File: src/rtl/register_bank_pkg.sv
// Shared definitions for the datapath register bank: data width, GPR write-source
// encodings, and GPR index / destination-mask constants.
package register_bank_pkg;

  localparam int DEFAULT_WIDTH = 8;
  localparam int NUM_GPR       = 4;

  // Encodings of source_sel. 3'b110 and 3'b111 both select zero.
  typedef enum logic [2:0] {
    SRC_BUS  = 3'b000,
    SRC_R0   = 3'b001,
    SRC_R1   = 3'b010,
    SRC_R2   = 3'b011,
    SRC_ACC  = 3'b100,
    SRC_R3   = 3'b101,
    SRC_ZERO = 3'b110
  } src_sel_e;

  localparam logic [1:0] R0 = 2'd0;
  localparam logic [1:0] R1 = 2'd1;
  localparam logic [1:0] R2 = 2'd2;
  localparam logic [1:0] R3 = 2'd3;

  localparam logic [3:0] DST_NONE = 4'b0000;
  localparam logic [3:0] DST_R0   = 4'b0001;
  localparam logic [3:0] DST_R1   = 4'b0010;
  localparam logic [3:0] DST_R2   = 4'b0100;
  localparam logic [3:0] DST_R3   = 4'b1000;
  localparam logic [3:0] DST_ALL  = 4'b1111;

endpackage

File: src/rtl/register_bank_bank_reg.sv
// Single WIDTH-bit register with load enable and asynchronous active-low clear;
// used for the accumulator and each general-purpose register.
module bank_reg #(
  parameter int WIDTH = 8
) (
  input  logic             clk,
  input  logic             reset,
  input  logic             load,
  input  logic [WIDTH-1:0] data_in,
  output logic [WIDTH-1:0] data_out
);

  logic [WIDTH-1:0] data_d;
  logic [WIDTH-1:0] data_q;

  // NOTE: default-assign first so every path drives data_d and no latch is inferred.
  always_comb begin
    data_d = data_q;
    if (load) begin
      data_d = data_in;
    end
  end

  // NOTE: non-blocking assignment so all bank registers sample pre-edge values together.
  // NOTE: each register is a plain flop with its own async clear; no RAM array exists to leave uncleared.
  always_ff @(posedge clk or negedge reset) begin
    if (!reset) begin
      data_q <= '0;
    end else begin
      data_q <= data_d;
    end
  end

  assign data_out = data_q;

endmodule

File: src/rtl/register_bank.sv
// Accumulator plus R0..R3 register file: selects GPR write data, and drives ALU
// operands and the bus read port straight from register state.
module register_bank
  import register_bank_pkg::*;
#(
  parameter int WIDTH = DEFAULT_WIDTH
) (
  input  logic             clk,
  input  logic             reset,
  input  logic             acc_sel,
  input  logic [3:0]       destination_sel,
  input  logic [2:0]       source_sel,
  input  logic [1:0]       alu_b_sel,
  input  logic [1:0]       bank_out_sel,
  input  logic [WIDTH-1:0] bank_data_in,
  input  logic [WIDTH-1:0] acc_data_in,
  output logic [WIDTH-1:0] bank_data_out,
  output logic [WIDTH-1:0] alu_acc_out,
  output logic [WIDTH-1:0] alu_B_out
);

  logic [WIDTH-1:0] acc_val;
  logic [WIDTH-1:0] gpr_val [NUM_GPR];
  logic [WIDTH-1:0] gpr_src;

  bank_reg #(.WIDTH(WIDTH)) u_acc (
    .clk      (clk),
    .reset    (reset),
    .load     (acc_sel),
    .data_in  (acc_data_in),
    .data_out (acc_val)
  );

  // All enabled GPRs share one source value; sources are pre-edge register contents.
  for (genvar g = 0; g < NUM_GPR; g++) begin : g_gpr
    bank_reg #(.WIDTH(WIDTH)) u_gpr (
      .clk      (clk),
      .reset    (reset),
      .load     (destination_sel[g]),
      .data_in  (gpr_src),
      .data_out (gpr_val[g])
    );
  end

  always_comb begin
    gpr_src = '0;
    case (source_sel)
      SRC_BUS: gpr_src = bank_data_in;
      SRC_R0:  gpr_src = gpr_val[R0];
      SRC_R1:  gpr_src = gpr_val[R1];
      SRC_R2:  gpr_src = gpr_val[R2];
      SRC_ACC: gpr_src = acc_val;
      SRC_R3:  gpr_src = gpr_val[R3];
      default: gpr_src = '0;
    endcase
  end

  assign alu_acc_out   = acc_val;
  assign alu_B_out     = gpr_val[alu_b_sel];
  assign bank_data_out = gpr_val[bank_out_sel];

endmodule

File: config.mk
export PLATFORM = sky130hd
export DESIGN_NAME = register_bank
export DESIGN_NICKNAME = d
export VERILOG_FILES = /design/src/rtl/register_bank_pkg.sv /design/src/rtl/register_bank_bank_reg.sv /design/src/rtl/register_bank.sv
export SDC_FILE = /design/constraint.sdc
export NUM_CORES = 1
export LEC_CHECK = 0
export BUFFER_PORTS_ARGS = -buffer_cell sky130_fd_sc_hd__buf_4
export CAP_MARGIN = 15
export CORE_ASPECT_RATIO = 0.75
export CORE_MARGIN = 1
export CORE_UTILIZATION = 45
export DETAILED_ROUTE_END_ITERATION = 12
export PLACE_DENSITY_LB_ADDON = 0.12
export SYNTH_ARGS = -nofsm -noshare
export SYNTH_HDL_FRONTEND = slang
export SYNTH_SLANG_ARGS = --single-unit
export TNS_END_PERCENT = 1
File: constraint.sdc
create_clock -name clk -period 1.9 [get_ports clk]
set_input_delay 0.19 -clock clk [delete_from_list [all_inputs] [get_ports clk]]
set_output_delay 0.19 -clock clk [all_outputs]
set_load 0.01 [all_outputs]
==> results of run 1 <==
## flip-flops by register name, indices dropped and copies added (netlist names)
name,flops
u_acc.data_out,8
g_gpr.u_gpr.data_out,32
## cells in the mapped netlist, drive strengths merged (4+ instances only)
master   n  area (µm²)
a21oi    4       20.02
a22oi    6       50.05
a31oi   22       137.6
a32oi    5       43.79
buf     11       60.05
clkbuf   6       22.52
dfrtp   40        1001
inv      4       15.01
mux2    21       236.5
mux4    16       360.4
nand2    4       15.01
nor2    29       111.4
nor2b    6       45.04
## worst max-delay path, delay by kind of cell, from the launching register on
kind               cells  cell delay (ps)
AOI/OAI and AO/OA      2              710
DFF                    1              410
muxes                  1              300
## repair_timing
action | 4_1_cts | 5_1_grt
hold buffers | 1 | 0
endpoints found under the setup margin | 0 | 0
endpoints found under the hold margin | 40 | 0
## final timing paths
check	cells after the start	endpoint	from	slack (ps)
max reg2reg	3	g_gpr[0].u_gpr.data_out[3]	g_gpr[3].u_gpr.data_out[3]	340
min reg2reg	1	u_acc.data_out[6]	u_acc.data_out[6]	560
max	3	g_gpr[0].u_gpr.data_out[3]	g_gpr[3].u_gpr.data_out[3]	340
max in group asynchronous	2	g_gpr[0].u_gpr.data_out[5]	reset	1110
min	2	u_acc.data_out[4]	acc_data_in[4]	120
min in group asynchronous	2	u_acc.data_out[4]	reset	430
## power groups by stage
stage | logic [W] | registers (W) | clock network [W]
after floorplan | 0.000420 | 0.00107 | 0
after global placement | 0.000660 | 0.00110 | 0
after detailed placement | 0.000667 | 0.00111 | 0
after CTS | 0.000671 | 0.00109 | 0.000826
after global routing | 0.000731 | 0.00112 | 0.000871
final | 0.000667 | 0.00109 | 0.000812
## cell type report
type	count	area, µm²	share of cell area, %
Clock buffer	5	68.82	2.354
Timing Repair Buffer	54	407.9	13.96
Multi-Input combinational cell	145	1280	43.79
Clock inverter	2	60.06	2.055
Tap cell	72	90.09	3.082
Sequential cell	40	1001	34.25
Inverter	4	15.01	0.5137
## logic make-up after synthesis
logic type      share of synthesized area [%]
buf+inv                                 4.103
compound gates                          17.94
flops                                   42.08
simple gates                            10.36
mux                                     25.51
## per-stage QoR
stage	worst slack (ps)	instance area, µm²	cells
3_3_place_gp	293.9	2784	314
5_1_grt	217.0	2923	322
4_1_cts	330.6	2923	322
3_5_place_dp	261.0	2784	314
2_1_floorplan	518.2	2379	206
6_report	342.3	2923	322
## layer usage
layer / routed length [µm] / global-route usage (%)
met4: 63 / 7.292
met2: 2690 / 37.60
met1: 2867 / 35.96
met3: 364 / 5.605
met5: 0 / 0
==> impl_metrics.py, run 1 <==
metrics = {
    "status": {
        "status": "completed",
    },
    "timing": {
        "hold_ws_ps": 120.9,
        "max_freq_mhz": 642.0,
        "rsz0062_at_grt": "no",
        "tightest_slew_ps": 567.1,
        "final_max_slew_viol_count": 0,
        "maxSlewHeadroom_pct": 62.19,
        "hold_viol": 0,
        "fin_crit_sh_pct": 81.98,
        "setup_tns_ps": 0,
        "min_period_ps": 1558,
        "fin_skew_ps": 8.772,
        "setup_viol": 0,
    },
    "routing": {
        "drtAntennaViolNets": 0,
        "wl_mm": 5.985,
        "routedWlPerCell_um": 18.59,
        "drtIter0Drc": 104,
        "drcViolationCount": 0,
        "viasPerCell": 5.984,
        "first_pass_iters": 4,
        "vias": 1927,
    },
    "final_layout": {
        "fin_util_pct": 58.66,
        "syn_to_final_growth_pct": 22.88,
        "final_common_cell": "buf_4",
        "fillers": 422,
        "drive_above_1_share_pct": 39.60,
        "fin_nets": 280,
        "antennaDiodeCount": 0,
        "layout_common_cells": "buf_4 (53), dfrtp_1 (40), nor2_1 (28)",
    },
    "cts": {
        "cts_resized": 0,
        "cts_tree": "yes",
        "clk_path_buf_depth": 2,
        "clock_latency_ps": 300,
        "clkSinkCount": 40,
        "cts_buffers": 5,
        "h-tree-depth": 2,
        "clk_pin_slew_worst_paths_ps": 80,
        "postCtsSetupBuffers": 0,
        "cts_root_buffer": "clkbuf_8",
    },
    "die": {
        "rows": 22,
        "start_util_pct": 47.74,
        "core_um2": 4982,
        "dieWidth_um": 85.95,
        "io_pins": 54,
        "dieArea_um2": 5583,
        "fp.dieH_um": 64.96,
    },
    "power": {
        "pwr-share-seq_pct": 42.5,
        "p_sw_w": 0.0007139,
        "clkPwrFrac_pct": 31.5,
        "swShare_pct": 27.75,
        "p_per_area_nw_per_um2": 880.1,
        "ir_drop_mv": 0.4570,
        "power.internal_w": 0.001858,
        "power_w": 0.002572,
        "power_frac_comb_pct": 25.9,
        "leakage_nw": 1.203,
    },
    "logic_synthesis": {
        "ys_types": 37,
        "ys.flop_type": "dfrtp_1",
        "syn-mean-instance-area_um2": 11.55,
        "ys_seq_elements": 40,
        "yosysWarningCount": 0,
        "async_reset_ff_share_pct": 100.0,
        "synth-seq-area-share_pct": 42.08,
        "synth_nets": 236,
        "synth-edff-count": 0,
        "synth.cell_area_um2": 2379,
        "syn-instance-count": 206,
    },
    "worst_setup_path": {
        "slowest_delay_ps": 560,
        "worst-path-max-fanout": 4,
        "worst_ep_required_time_ps": 2060,
        "cpMaxStageDelayCell": "a222oi_1",
        "crit_path_start_kind": "flop",
        "path_class": "flop to flop",
        "path_cells": "mux2_1, a222oi_1, a21oi_1",
        "crit_arrival_ps": 1720,
        "end_kind": "flop",
    },
    "global_routing": {
        "gr-total-overflow": 0,
        "grt_max_degree": 41,
        "grt_antenna_before_repair": 0,
        "grtUsageTotal_pct": 24.92,
        "grt_pass1_wl_mm": 10.25,
        "grt_pass1_vias": 1898,
    },
    "min_path": {
        "hp-class": "input pin to flop",
    },
    "placement": {
        "port_buffers": 53,
        "dp.final_hpwl_mm": 4.213,
        "gp_congestion": 0.8617,
    },
    "run": {
        "max-cap-violations": 0,
    },
}
Note: power is estimated with default switching activity, not from simulation.
==> run 2: changes to the inputs <==
--- a/config.mk
+++ b/config.mk
@@ -5,6 +5,7 @@
 export SDC_FILE = /design/constraint.sdc
 export NUM_CORES = 1
 export LEC_CHECK = 0
+export ABC_AREA = 1
 export BUFFER_PORTS_ARGS = -buffer_cell sky130_fd_sc_hd__buf_4
 export CAP_MARGIN = 15
 export CORE_ASPECT_RATIO = 0.75
==> constraint.sdc (replaced) <==
create_clock -name clk -period 1.57 [get_ports clk]
set_input_delay 0.157 -clock clk [delete_from_list [all_inputs] [get_ports clk]]
set_output_delay 0.157 -clock clk [all_outputs]
set_load 0.01 [all_outputs]
==> impl_metrics.py, run 2 <==
metrics = {
    "die": {
        "dieArea_um2": 5812,
        "rows": 22,
        "start_util_pct": 48.67,
        "fp.dieH_um": 66.28,
        "io_pins": 54,
        "core_um2": 5092,
        "dieWidth_um": 87.70,
    },
    "cts": {
        "clk_pin_slew_worst_paths_ps": 80,
        "cts_tree": "yes",
        "cts_buffers": 5,
        "cts_root_buffer": "clkbuf_8",
        "clk_path_buf_depth": 2,
        "clock_latency_ps": 290,
        "postCtsSetupBuffers": 0,
        "h-tree-depth": 2,
        "clkSinkCount": 40,
    },
    "timing": {
        "maxSlewHeadroom_pct": 65.19,
        "rsz0062_at_grt": "no",
        "hold_viol": 0,
        "final_max_slew_viol_count": 0,
        "hold_ws_ps": 88.15,
        "min_period_ps": 1408,
        "setup_tns_ps": 0,
        "max_freq_mhz": 710.0,
        "tightest_slew_ps": 522.2,
        "fin_skew_ps": 12.74,
        "setup_viol": 0,
        "fin_crit_sh_pct": 89.71,
    },
    "logic_synthesis": {
        "synth_commonest_cells": "nand2_1 (116), dfrtp_1 (40), o21ai_0 (40)",
        "synth_nets": 382,
        "yosysWarningCount": 0,
        "ys_seq_elements": 40,
        "yosys.area.top_type_share_pct": 40.38,
        "syn-mean-instance-area_um2": 7.042,
        "syn-instance-count": 352,
        "post-synth-top-count-cell": "nand2_1",
        "ys_types": 19,
        "synth-edff-count": 0,
        "synth-seq-area-share_pct": 40.38,
        "synth.cell_area_um2": 2479,
        "ys.flop_type": "dfrtp_1",
        "ys_top_cells_by_area": "dfrtp_1 (40%), nand2_1 (18%), o21ai_0 (8.1%)",
        "synth_top_cell_by_area": "dfrtp_1",
        "async_reset_ff_share_pct": 100.0,
    },
    "worst_setup_path": {
        "crit_arrival_ps": 1250,
        "path_cells": "inv_1, o21ai_0, a21oi_1, a21oi_1, buf_4",
        "cp_top_family": "flip-flops",
        "cpMaxStageDelayCell": "dfrtp_1",
        "worst-path-max-fanout": 3,
        "crit_buf_inv": 2,
        "cpMostUsedCell": "a21oi_1",
        "path_class": "flop to output pin",
        "worst_ep_required_time_ps": 1410,
        "crit_path_start_kind": "flop",
        "slowest_delay_ps": 380,
        "end_kind": "output pin",
        "r2r_slack_ps": 480,
    },
    "routing": {
        "vias": 2552,
        "routedWlPerCell_um": 15.62,
        "viasPerCell": 5.453,
        "first_pass_iters": 5,
        "drcViolationCount": 0,
        "wl_mm": 7.309,
        "drtAntennaViolNets": 0,
        "drtIter0Drc": 209,
    },
    "global_routing": {
        "grt_pass1_wl_mm": 11.96,
        "grt_antenna_before_repair": 0,
        "grt_pass1_vias": 2301,
        "grt_max_degree": 41,
        "grtUsageTotal_pct": 28.10,
        "gr-total-overflow": 0,
    },
    "power": {
        "leakage_nw": 1.568,
        "ir_drop_mv": 0.4706,
        "p_per_area_nw_per_um2": 921.2,
    },
    "final_layout": {
        "drive_above_1_share_pct": 22.22,
        "regArea_um2": 1001,
        "multi_input_area_um2": 1274,
        "fillers": 476,
        "layout_common_cells": "nand2_1 (116), buf_4 (58), o21ai_0 (40), dfrtp_1 (40), nor2_1 (31)",
        "largest_reg_flops": 32,
        "final_common_cell": "nand2_1",
        "antennaDiodeCount": 0,
        "syn_to_final_growth_pct": 20.44,
        "fin_nets": 426,
    },
    "status": {
        "status": "completed",
    },
    "placement": {
        "dp.final_hpwl_mm": 5.236,
        "gp_congestion": 0.8969,
        "port_buffers": 53,
    },
    "min_path": {
        "hp-class": "input pin to flop",
    },
    "run": {
        "max-cap-violations": 0,
    },
}
==> run 2: report_power, final <==
group	internal [W]	leakage [nW]	switching (W)
combinational	0.000294	1.00	0.000399
sequential	0.00116	0.517	0.000142
clock	0.000392	0.0503	0.000363
==> run 2: final timing paths <==
kind                                            start                          to  cells after the start
min reg2reg                g_gpr[2].u_gpr.data_out[5]  g_gpr[2].u_gpr.data_out[5]                      2
max                        g_gpr[1].u_gpr.data_out[7]                alu_B_out[7]                      5
max in group asynchronous                       reset  g_gpr[3].u_gpr.data_out[4]                      2
min in group asynchronous                       reset  g_gpr[2].u_gpr.data_out[7]                      2
max reg2reg                g_gpr[3].u_gpr.data_out[5]  g_gpr[0].u_gpr.data_out[5]                      6
min                                    acc_data_in[7]           u_acc.data_out[7]                      2
==> run 2: layout make-up <==
type                    instances  area share, %
inverters                      21          2.640
well taps                      72          3.018
clock buffers                   7          3.227
repair buffers                 59          14.92
flip-flops and latches         40          33.53
multi-input cells             269          42.67
==> run 2: what timing repair did <==
| item | in CTS | in global routing |
|---|---|---|
| hold buffers | 1 | 0 |
| resized for setup | 0 | 0 |
| endpoints found under the hold margin | 40 | 0 |
| endpoints found under the setup margin | 0 | 0 |
==> run 2: cells by family (layout without fill, tap and decap cells) <==
family          Yosys count  after routing  share of synthesized area, %
compound gates           66             66                         13.68
mux                       8              8                         3.635
buf+inv                  43             87                         8.228
flops                    40             40                         40.38
simple gates            195            195                         34.07
==> run 2: routing by layer <==
layer	share of wire [%]	vias up	global-route usage, %
met5	0	-	0
met1	47	1185	40.02
met3	8.0	4	6.617
met2	45	114	43.46
li1	-	1249	-
met4	0.60	0	5.533
==> run 2: worst reg2reg max path, delay by kind of cell, from the launching register on <==
family	cells	cell delay, ps
AND/OR/NAND/NOR	6	550
flip-flops	1	440
==> run 2: stage by stage <==
step	cells	utilization (%)	worst slack, ps	cell area [µm²]	total power, W
after floorplan	352	-	541.4	2479	0.001685
after global placement	460	56.54	247.3	2879	0.001994
after CTS	468	58.62	167.4	2985	0.002749
after detailed placement	460	56.54	195.7	2879	0.002008
final	468	58.62	161.5	2985	0.002750
after global routing	468	58.62	33.94	2985	0.002925
==> run 3: changes to the inputs <==
--- a/config.mk
+++ b/config.mk
@@ -7,7 +7,7 @@
 export LEC_CHECK = 0
 export ABC_AREA = 1
 export BUFFER_PORTS_ARGS = -buffer_cell sky130_fd_sc_hd__buf_4
-export CAP_MARGIN = 15
+export CAP_MARGIN = 10
 export CORE_ASPECT_RATIO = 0.75
 export CORE_MARGIN = 1
 export CORE_UTILIZATION = 45
==> constraint.sdc (replaced) <==
create_clock -name clk -period 1.75 [get_ports clk]
set_input_delay 0.175 -clock clk [delete_from_list [all_inputs] [get_ports clk]]
set_output_delay 0.175 -clock clk [all_outputs]
set_load 0.01 [all_outputs]
==> impl_metrics.py, run 3 (synthesis gave the netlist of run 2 again) <==
metrics = {
    "min_path": {
        "whs_path_depth": 2,
        "holdPathEnd": "u_acc.data_out[7]",
        "hp-class": "input pin to flop",
        "min_from": "acc_data_in[7]",
    },
    "timing": {
        "hold_viol": 0,
        "maxSlewHeadroom_pct": 65.51,
        "min_period_ps": 1405,
        "setup_tns_ps": 0,
        "fin_skew_ps": 3.883,
        "max_freq_mhz": 711.6,
        "setup_viol": 0,
        "final_max_slew_viol_count": 0,
        "fin_crit_sh_pct": 80.30,
        "tightest_slew_ps": 517.3,
        "rsz0062_at_grt": "no",
    },
    "status": {
        "status": "completed",
    },
    "final_layout": {
        "fin_cells": 466,
        "final_common_cell": "nand2_1",
        "syn_to_final_growth_pct": 20.29,
        "fillers": 496,
        "multi_input_area_um2": 1274,
        "fin_nets": 423,
        "layout_common_cells": "nand2_1 (116), buf_4 (53), o21ai_0 (40), dfrtp_1 (40), nor2_1 (31)",
        "largest_reg_flops": 32,
        "regArea_um2": 1001,
        "antennaDiodeCount": 0,
        "drive_above_1_share_pct": 21.32,
    },
    "power": {
        "pwr-share-seq_pct": 47.9,
        "power_w": 0.002435,
        "power_frac_comb_pct": 25.7,
        "p_per_area_nw_per_um2": 816.7,
        "swShare_pct": 33.14,
        "clkPwrFrac_pct": 26.4,
        "power.internal_w": 0.001628,
        "leakage_nw": 1.558,
        "p_sw_w": 0.0008069,
        "ir_drop_mv": 0.3953,
    },
    "routing": {
        "wl_mm": 7.226,
        "vias": 2571,
        "drcViolationCount": 0,
        "first_pass_iters": 7,
        "viasPerCell": 5.517,
        "drtIter0Drc": 165,
        "routedWlPerCell_um": 15.51,
        "drtAntennaViolNets": 0,
    },
    "die": {
        "io_pins": 54,
        "start_util_pct": 48.67,
        "fp.dieH_um": 66.28,
        "core_um2": 5092,
        "dieWidth_um": 87.70,
        "rows": 22,
        "dieArea_um2": 5812,
    },
    "placement": {
        "port_buffers": 53,
        "dp.final_hpwl_mm": 5.127,
        "placed_cells": 457,
        "gp_congestion": 0.8740,
    },
    "cts": {
        "cts_resized": 0,
        "cts_tree": "yes",
        "clk_path_buf_depth": 2,
        "clock_latency_ps": 290,
        "cts_buffers": 5,
        "clkSinkCount": 40,
        "cts_hold_buf": 1,
        "h-tree-depth": 2,
        "cts_root_buffer": "clkbuf_8",
        "clk_pin_slew_worst_paths_ps": 80,
        "postCtsSetupBuffers": 0,
    },
    "worst_setup_path": {
        "end_kind": "output pin",
        "crit_path_start_kind": "flop",
        "crit_arrival_ps": 1230,
        "worst_ep_required_time_ps": 1570,
        "r2r_slack_ps": 640,
        "rr_startpoint": "g_gpr[3].u_gpr.data_out[5]",
        "r2r_cells": 6,
        "path_class": "flop to output pin",
        "r2r_end": "g_gpr[1].u_gpr.data_out[5]",
        "worst-path-max-fanout": 3,
    },
    "global_routing": {
        "grt_antenna_before_repair": 0,
        "grt_pass1_vias": 2330,
        "grt_pass1_wl_mm": 11.91,
        "gr-total-overflow": 0,
        "grtUsageTotal_pct": 27.78,
        "grt_max_degree": 41,
    },
    "run": {
        "max-cap-violations": 0,
    },
}
[run 3: changes by cell type in the layout (fill, tap and decap cells not counted)]
cell	previous run	this run
clkbuf_1	0	2
buf_12	0	2
buf_4	58	53
clkbuf_8	7	6
[run 3: critical path, stage by stage (launching register included)]
cell	delay, ps
dfrtp_1	390
inv_1	110
a21oi_1	70
o21ai_0	100
o21ai_0	120
buf_4	160
[run 3: metrics by stage]
step,utilization [%],instance area (µm²),hold slack (ps),setup WS (ps)
after floorplan,-,2479,-120.6,685.4
after global placement,56.58,2882,191.4,368.7
after detailed placement,56.58,2882,187.1,324.9
after CTS,58.55,2982,103.0,349.6
after global routing,58.55,2982,104.3,225.0
final,58.55,2982,105.2,344.8
[run 3: area by class of cell]
| type | count | share of cell area (%) |
|---|---|---|
| clock buffer | 8 | 3.021 |
| inverter | 21 | 2.644 |
| multi-input combinational | 269 | 42.72 |
| sequential | 40 | 33.57 |
| tap | 72 | 3.021 |
| timing repair buffer | 56 | 15.02 |
[run 3: power by group through the flow]
stage | clock, W | combinational, W | sequential [W]
floorplan | 0 | 0.000367 | 0.00115
global placement | 0 | 0.000611 | 0.00118
detailed placement | 0 | 0.000621 | 0.00118
CTS | 0.000655 | 0.000624 | 0.00116
global route | 0.000702 | 0.000705 | 0.00118
finish | 0.000642 | 0.000626 | 0.00117
[run 3: per-layer routing]
metal  up-vias  global-route usage [%]  wire (µm)
met5         -                       0          0
met3        10                   5.243        652
met4         0                   7.377        104
met1      1182                   39.37       3250
li1       1244                       -          -
met2       135                   43.46       3218
[run 3: worst max path at each step]
stage	start	endpoint	slack, ps	depth (start not counted)
detailed placement	source_sel[2]	g_gpr[2].u_gpr.data_out[6]	320	8
finish	g_gpr[2].u_gpr.data_out[6]	alu_B_out[6]	340	5
floorplan	alu_b_sel[1]	alu_B_out[0]	690	4
global route	g_gpr[2].u_gpr.data_out[6]	alu_B_out[6]	230	5
global placement	bank_out_sel[0]	bank_data_out[6]	370	6
CTS	g_gpr[1].u_gpr.data_out[7]	alu_B_out[7]	350	5
